`src/rtl/uart_tx.sv`:
```
// ============================================================================
// Module   : uart_tx
// Purpose  : UART transmit serializer with holding storage, 16x baud timing.
//            Define UART_TX_FIFO_EN for a FIFO_DEPTH-entry FIFO, otherwise a
//            single holding register is used.
// Revision : 1.0
// ============================================================================
`default_nettype none

module uart_tx #(
    parameter int FIFO_DEPTH = 16
) (
    input  logic                          clk,
    input  logic                          reset_n,
    input  logic [7:0]                    tdr_data_i,
    input  logic                          tdr_wr_i,
    input  logic [1:0]                    wls_i,
    input  logic                          stb_i,
    input  logic                          pen_i,
    input  logic                          eps_i,
    input  logic                          brk_i,
    input  logic                          fifo_clr_i,
    input  logic                          bclk_tick_i,
    output logic                          tx_o,
    output logic                          thr_empty_o,
    output logic                          tsr_empty_o,
    output logic                          tx_overflow_o,
    output logic [$clog2(FIFO_DEPTH):0]   fifo_count_o
);

    localparam int CW = $clog2(FIFO_DEPTH) + 1;

    localparam logic [2:0] S_IDLE   = 3'd0;
    localparam logic [2:0] S_START  = 3'd1;
    localparam logic [2:0] S_DATA   = 3'd2;
    localparam logic [2:0] S_PARITY = 3'd3;
    localparam logic [2:0] S_STOP1  = 3'd4;
    localparam logic [2:0] S_STOP2  = 3'd5;

    logic [2:0]    r_state;
    logic [2:0]    w_state_nxt;
    logic [3:0]    r_tick_cnt;
    logic [2:0]    r_bit_cnt;
    logic [7:0]    r_shift;
    logic [1:0]    r_wls;
    logic          r_stb;
    logic          r_pen;
    logic          r_par;
    logic          r_tx;
    logic          w_tx_nxt;
    logic          r_thr_empty;
    logic          r_tsr_empty;
    logic          r_overflow;
    logic [CW-1:0] r_count;
    logic [CW-1:0] w_count_nxt;

    logic          w_empty;
    logic          w_full;
    logic          w_push;
    logic          w_overflow;
    logic [7:0]    w_head;
    logic          w_bit_done;
    logic          w_frame_end;
    logic          w_pop;
    logic [7:0]    w_par_mask;
    logic          w_par_load;

    assign w_bit_done  = bclk_tick_i && (r_tick_cnt == 4'hF) && (r_state != S_IDLE);
    assign w_frame_end = w_bit_done &&
                         (((r_state == S_STOP1) && !r_stb) || (r_state == S_STOP2));
    assign w_pop       = !w_empty && ((r_state == S_IDLE) || w_frame_end);

    // Clear takes priority over a write; a write into full storage survives only with a pop
    assign w_push      = tdr_wr_i && !fifo_clr_i && (!w_full || w_pop);
    assign w_overflow  = tdr_wr_i && !fifo_clr_i && w_full && !w_pop;

    assign w_par_mask  = 8'hFF >> (2'd3 - wls_i);
    assign w_par_load  = eps_i ? (^(w_head & w_par_mask)) : ~(^(w_head & w_par_mask));

`ifdef UART_TX_FIFO_EN
    localparam int AW = $clog2(FIFO_DEPTH);

    logic [7:0]    r_mem [FIFO_DEPTH];
    logic [AW-1:0] r_wr_ptr;
    logic [AW-1:0] r_rd_ptr;

    assign w_empty = (r_count == '0);
    assign w_full  = (r_count == CW'(FIFO_DEPTH));
    assign w_head  = r_mem[r_rd_ptr];

    always_comb begin
        w_count_nxt = r_count;
        if (fifo_clr_i) begin
            w_count_nxt = '0;
        end else if (w_push && !w_pop) begin
            w_count_nxt = r_count + CW'(1);
        end else if (!w_push && w_pop) begin
            w_count_nxt = r_count - CW'(1);
        end
    end

    always_ff @(posedge clk or negedge reset_n) begin
        if (!reset_n) begin
            r_wr_ptr <= '0;
            r_rd_ptr <= '0;
        end else if (fifo_clr_i) begin
            r_wr_ptr <= '0;
            r_rd_ptr <= '0;
        end else begin
            if (w_push) r_wr_ptr <= r_wr_ptr + AW'(1);
            if (w_pop)  r_rd_ptr <= r_rd_ptr + AW'(1);
        end
    end

    always_ff @(posedge clk) begin
        if (w_push) r_mem[r_wr_ptr] <= tdr_data_i;
    end
`else
    logic [7:0] r_hold;

    assign w_empty = (r_count == '0);
    assign w_full  = !w_empty;
    assign w_head  = r_hold;

    always_comb begin
        w_count_nxt = r_count;
        if (fifo_clr_i) begin
            w_count_nxt = '0;
        end else if (w_push) begin
            w_count_nxt = CW'(1);
        end else if (w_pop) begin
            w_count_nxt = '0;
        end
    end

    always_ff @(posedge clk or negedge reset_n) begin
        if (!reset_n) begin
            r_hold <= '0;
        end else if (w_push) begin
            r_hold <= tdr_data_i;
        end
    end
`endif

    // State register plus frame datapath
    always_ff @(posedge clk or negedge reset_n) begin
        if (!reset_n) begin
            r_state     <= S_IDLE;
            r_tick_cnt  <= '0;
            r_bit_cnt   <= '0;
            r_shift     <= '0;
            r_wls       <= '0;
            r_stb       <= 1'b0;
            r_pen       <= 1'b0;
            r_par       <= 1'b0;
            r_tx        <= 1'b1;
            r_thr_empty <= 1'b1;
            r_tsr_empty <= 1'b1;
            r_overflow  <= 1'b0;
            r_count     <= '0;
        end else begin
            r_state     <= w_state_nxt;
            r_tx        <= w_tx_nxt;
            r_count     <= w_count_nxt;
            r_overflow  <= w_overflow;
            r_thr_empty <= (w_count_nxt == '0);
            r_tsr_empty <= (w_count_nxt == '0) && (w_state_nxt == S_IDLE);
            if (w_pop) begin
                r_shift    <= w_head;
                r_wls      <= wls_i;
                r_stb      <= stb_i;
                r_pen      <= pen_i;
                r_par      <= w_par_load;
                r_tick_cnt <= '0;
                r_bit_cnt  <= '0;
            end else if ((r_state != S_IDLE) && bclk_tick_i) begin
                r_tick_cnt <= r_tick_cnt + 4'd1;
                if (w_bit_done && (r_state == S_DATA)) begin
                    r_shift   <= r_shift >> 1;
                    r_bit_cnt <= r_bit_cnt + 3'd1;
                end
            end
        end
    end

    always_comb begin
        w_state_nxt = r_state;
        case (r_state)
            S_IDLE:   if (!w_empty) w_state_nxt = S_START;
            S_START:  if (w_bit_done) w_state_nxt = S_DATA;
            S_DATA:   if (w_bit_done && (r_bit_cnt == ({1'b0, r_wls} + 3'd4)))
                          w_state_nxt = r_pen ? S_PARITY : S_STOP1;
            S_PARITY: if (w_bit_done) w_state_nxt = S_STOP1;
            S_STOP1:  if (w_bit_done)
                          w_state_nxt = r_stb ? S_STOP2 : (w_empty ? S_IDLE : S_START);
            S_STOP2:  if (w_bit_done) w_state_nxt = w_empty ? S_IDLE : S_START;
            default:  w_state_nxt = S_IDLE;
        endcase
    end

    // Line level for the upcoming cycle, registered into r_tx
    always_comb begin
        w_tx_nxt = 1'b1;
        case (w_state_nxt)
            S_START:  w_tx_nxt = 1'b0;
            S_DATA:   w_tx_nxt = ((r_state == S_DATA) && w_bit_done) ? r_shift[1] : r_shift[0];
            S_PARITY: w_tx_nxt = r_par;
            default:  w_tx_nxt = 1'b1;
        endcase
    end

    assign tx_o          = brk_i ? 1'b0 : r_tx;
    assign thr_empty_o   = r_thr_empty;
    assign tsr_empty_o   = r_tsr_empty;
    assign tx_overflow_o = r_overflow;
    assign fifo_count_o  = r_count;

endmodule

`default_nettype wire
```
`config.mk`:
```
export PLATFORM = sky130hd
export DESIGN_NAME = uart_tx
export DESIGN_NICKNAME = d
export VERILOG_FILES = /design/src/rtl/uart_tx.sv
export SDC_FILE = /design/constraint.sdc
export NUM_CORES = 1
export LEC_CHECK = 0
export BUFFER_PORTS_ARGS = -buffer_cell sky130_fd_sc_hd__buf_2
export CAP_MARGIN = 20
export CORE_UTILIZATION = 45
export CTS_BUF_LIST = sky130_fd_sc_hd__clkbuf_8
export DETAILED_ROUTE_END_ITERATION = 7
export GPL_TIMING_DRIVEN = 1
export PLACE_DENSITY = 0.75
export REMOVE_ABC_BUFFERS = 1
export SLEW_MARGIN = 15
export SYNTH_ARGS = -nofsm -noshare
export SYNTH_HDL_FRONTEND = slang
export SYNTH_SLANG_ARGS = --single-unit
export TNS_END_PERCENT = 5
```
`constraint.sdc`:
```
create_clock -name clk -period 2.7 [get_ports clk]
set_input_delay 0.27 -clock clk [delete_from_list [all_inputs] [get_ports clk]]
set_output_delay 0.27 -clock clk [all_outputs]
set_load 0.02 [all_outputs]
```
==> flow_summary.ini <==
[timing]
worst_slack_ns = 0.3832
setup_tns_ns = 0
fin_hold_ws_ns = 0.08401
period_minus_slack_ns = 2.317
setup_violations = 0
fmax_ghz = 0.4316
slew_headroom_pct = 43.16
fin_crit_sh_pct = 85.81
finalClockSkew_ns = 0.006395
worstMarginPinSlew_ns = 0.8526
rsz0062_at_grt = false
maxSlewViolCount = 0
hold_viol = 0

[cts]
cts_buffers = 5
postCtsHoldBufs = 0
clockBufferDepth = 2
post_cts_resized = 0
htreeDepth = 2
clkSlewWorstSetupHoldPaths_ns = 0.07
cts_root_buf = clkbuf_8
cts_tree = built
clock_latency_ns = 0.29
postCtsSetupRepairBufs = 0
clock_sinks = 40

[worst_setup_path]
critPathBufInv = 0
end_kind = flop
worstPathCellList = ha_1 -> nand4_2 -> o41ai_2 -> nor2_1 -> nor3b_4 -> mux2_2
critPathMaxFanout = 9
startpoint_type = flop
critPathKind = flop to flop
critical_path_arrival_ns = 2.50
cp_slowest_cell = o41ai_2
crit_family = simple AND/OR/NAND/NOR gates
cp.required_ns = 2.88
cpPeakStageDelay_ns = 0.46

[yosys]
synth-main-ff-cell = dfrtp_1
ys_ff_latch = 40
yosysWarnings = 0
ys_types = 40
synthArstFlopShare_pct = 100.0
syn_area_sq_um = 1901
synth_cells = 175
seq_area_frac_synth_pct = 52.86
synth.avg_cell_area_sq_um = 10.86
synth_edf_count = 0

[drt]
met3RoutedLength_microns = 156
top_layer_used = met4
drt_wl_total_mm = 3.375
drc_errors = 0
drt_iter0_drc = 54
vias_per_cell = 5.392
vias = 1375
wl_met1_mm = 1.584
wl_per_cell_microns = 13.24
wl_met2_mm = 1.577
firstDrtPassIters = 4
ant_nets = 0

[final_layout]
fin_util_pct = 53.88
fin_cells = 255
final_cell_mix = dfrtp_1, nand2_1, buf_2
areaGrowthSynthToFinish_pct = 14.22
layout-drive-gt1-share_pct = 25.85
seqCellArea_sq_um = 1005
final_area_sq_um = 2171
fin_nets = 226
antennaDiodeCount = 0
layout_commonest_cell = dfrtp_1
num-fill-cells = 386
multi_input_area_sq_um = 860.8

[die]
start_util_pct = 47.17
die_x_microns = 66.99
core_sq_um = 4029
core.rowCount = 23
fp.dieH_microns = 66.99
die-area_sq_um = 4488
num_io_pins = 28

[global_route]
grt_max_degree = 41
antenna_found_initial = 0
grtUsageTotal_pct = 18.37
first_global_vias = 1329
globalRoute.totalOverflow = 0
grt_pass1_wl_mm = 5.940

[pwr]
pwr-share-comb_pct = 22.5
total_power_mw = 1.477
p_seq_share_pct = 51.9
p_int_mw = 1.040
netSwitchingPower_uw = 436.2
peakVddDrop_mv = 0.4568
switching_share_pct = 29.54
clockPowerShare_pct = 25.6
power_density_nw_per_um2 = 680.2
power_leakage_nw = 1.077

[status]
status = complete, no violations

[place]
place_hpwl_mm = 2.464
dpl.cell_count = 248
gp_congestion = 0.8774
postPlaceCellArea_sq_um = 2090
port_buffers = 27
pre_cts_ws_ns = 0.3872

[flow_run]
cap_violations = 0

[worst_hold_path]
hp-class = input port to asynchronous set/reset pin
-- sequential cells by signal, indices dropped and copies added, names as in the netlist, 2 cells and up --
signal / count
r_wls: 2
r_state: 3
fifo_count_o: 5
r_bit_cnt: 3
r_tick_cnt: 4
r_hold: 8
r_shift: 8
-- worst paths after layout --
path                       slack (ns)          start              end  cells past startpoint
max                              0.38  r_tick_cnt[1]        r_hold[4]                      6
min                              0.08        reset_n    r_tick_cnt[0]                      1
max reg2reg                      0.38  r_tick_cnt[1]        r_hold[4]                      6
min reg2reg                      0.48          r_stb            r_stb                      2
max in group asynchronous        2.08        reset_n  fifo_count_o[1]                      1
min in group clk                 0.17          pen_i            r_pen                      3
-- worst reg2reg max path: cells and delay by family (launching register included) --
kind            cells  cell delay [ns]
compound gates      1             0.46
flops               1             0.39
mux                 1             0.39
simple gates        3             0.76
fa+ha+maj           1             0.21
-- routing by layer --
layer	up-vias	track usage, %
li1	669	-
met1	663	22.76
met2	36	29.92
met3	7	4.795
met4	0	7.979
met5	-	0
-- cells by family (layout without fill, tap and decap cells) --
| group | Yosys count | after routing | synth area share (%) |
|---|---|---|---|
| adders and majority gates | 2 | 2 | 1.316 |
| AOI/OAI and AO/OA | 29 | 29 | 10.40 |
| and+or+nand+nor | 64 | 64 | 17.51 |
| xor gates and xnor gates | 13 | 13 | 5.991 |
| buffers and inverters | 9 | 39 | 1.843 |
| DFF | 40 | 40 | 52.86 |
| muxes | 18 | 18 | 10.07 |
-- Yosys cell counts, types with 2 or more instances --
library cell / count / share of area [%]
nor2_1: 9 / 1.8
inv_1: 3 / 0.59
a31oi_1: 3 / 0.99
xnor2_1: 11 / 5.1
nor2b_1: 3 / 0.99
nand3_1: 5 / 1.3
xor2_1: 2 / 0.92
dfrtp_1: 37 / 49
clkbuf_1: 5 / 0.99
a311o_1: 2 / 1.1
a21oi_1: 4 / 1.1
and2_1: 7 / 2.3
o21ai_0: 10 / 2.6
mux2i_1: 9 / 4.7
nand2_1: 29 / 5.7
dfstp_2: 3 / 4.1
mux2_2: 9 / 5.3
ha_1: 2 / 1.3
-- cell type report --
class | instances | share of cell area (%)
clock inverters | 2 | 0.5764
inverters | 3 | 0.5187
clock buffers | 5 | 3.170
flip-flops and latches | 40 | 46.28
repair buffers | 29 | 6.916
multi-input cells | 126 | 39.65
well taps | 50 | 2.882
-- power groups by stage --
stage | Clock (mW) | Combinational, mW | Sequential, mW
after floorplan | 0 | 0.261 | 0.765
final | 0.378 | 0.332 | 0.767
after global routing | 0.419 | 0.365 | 0.780
after detailed placement | 0 | 0.336 | 0.779
after global placement | 0 | 0.325 | 0.775
after CTS | 0.391 | 0.337 | 0.767
Power figures use the tool's default switching activity.
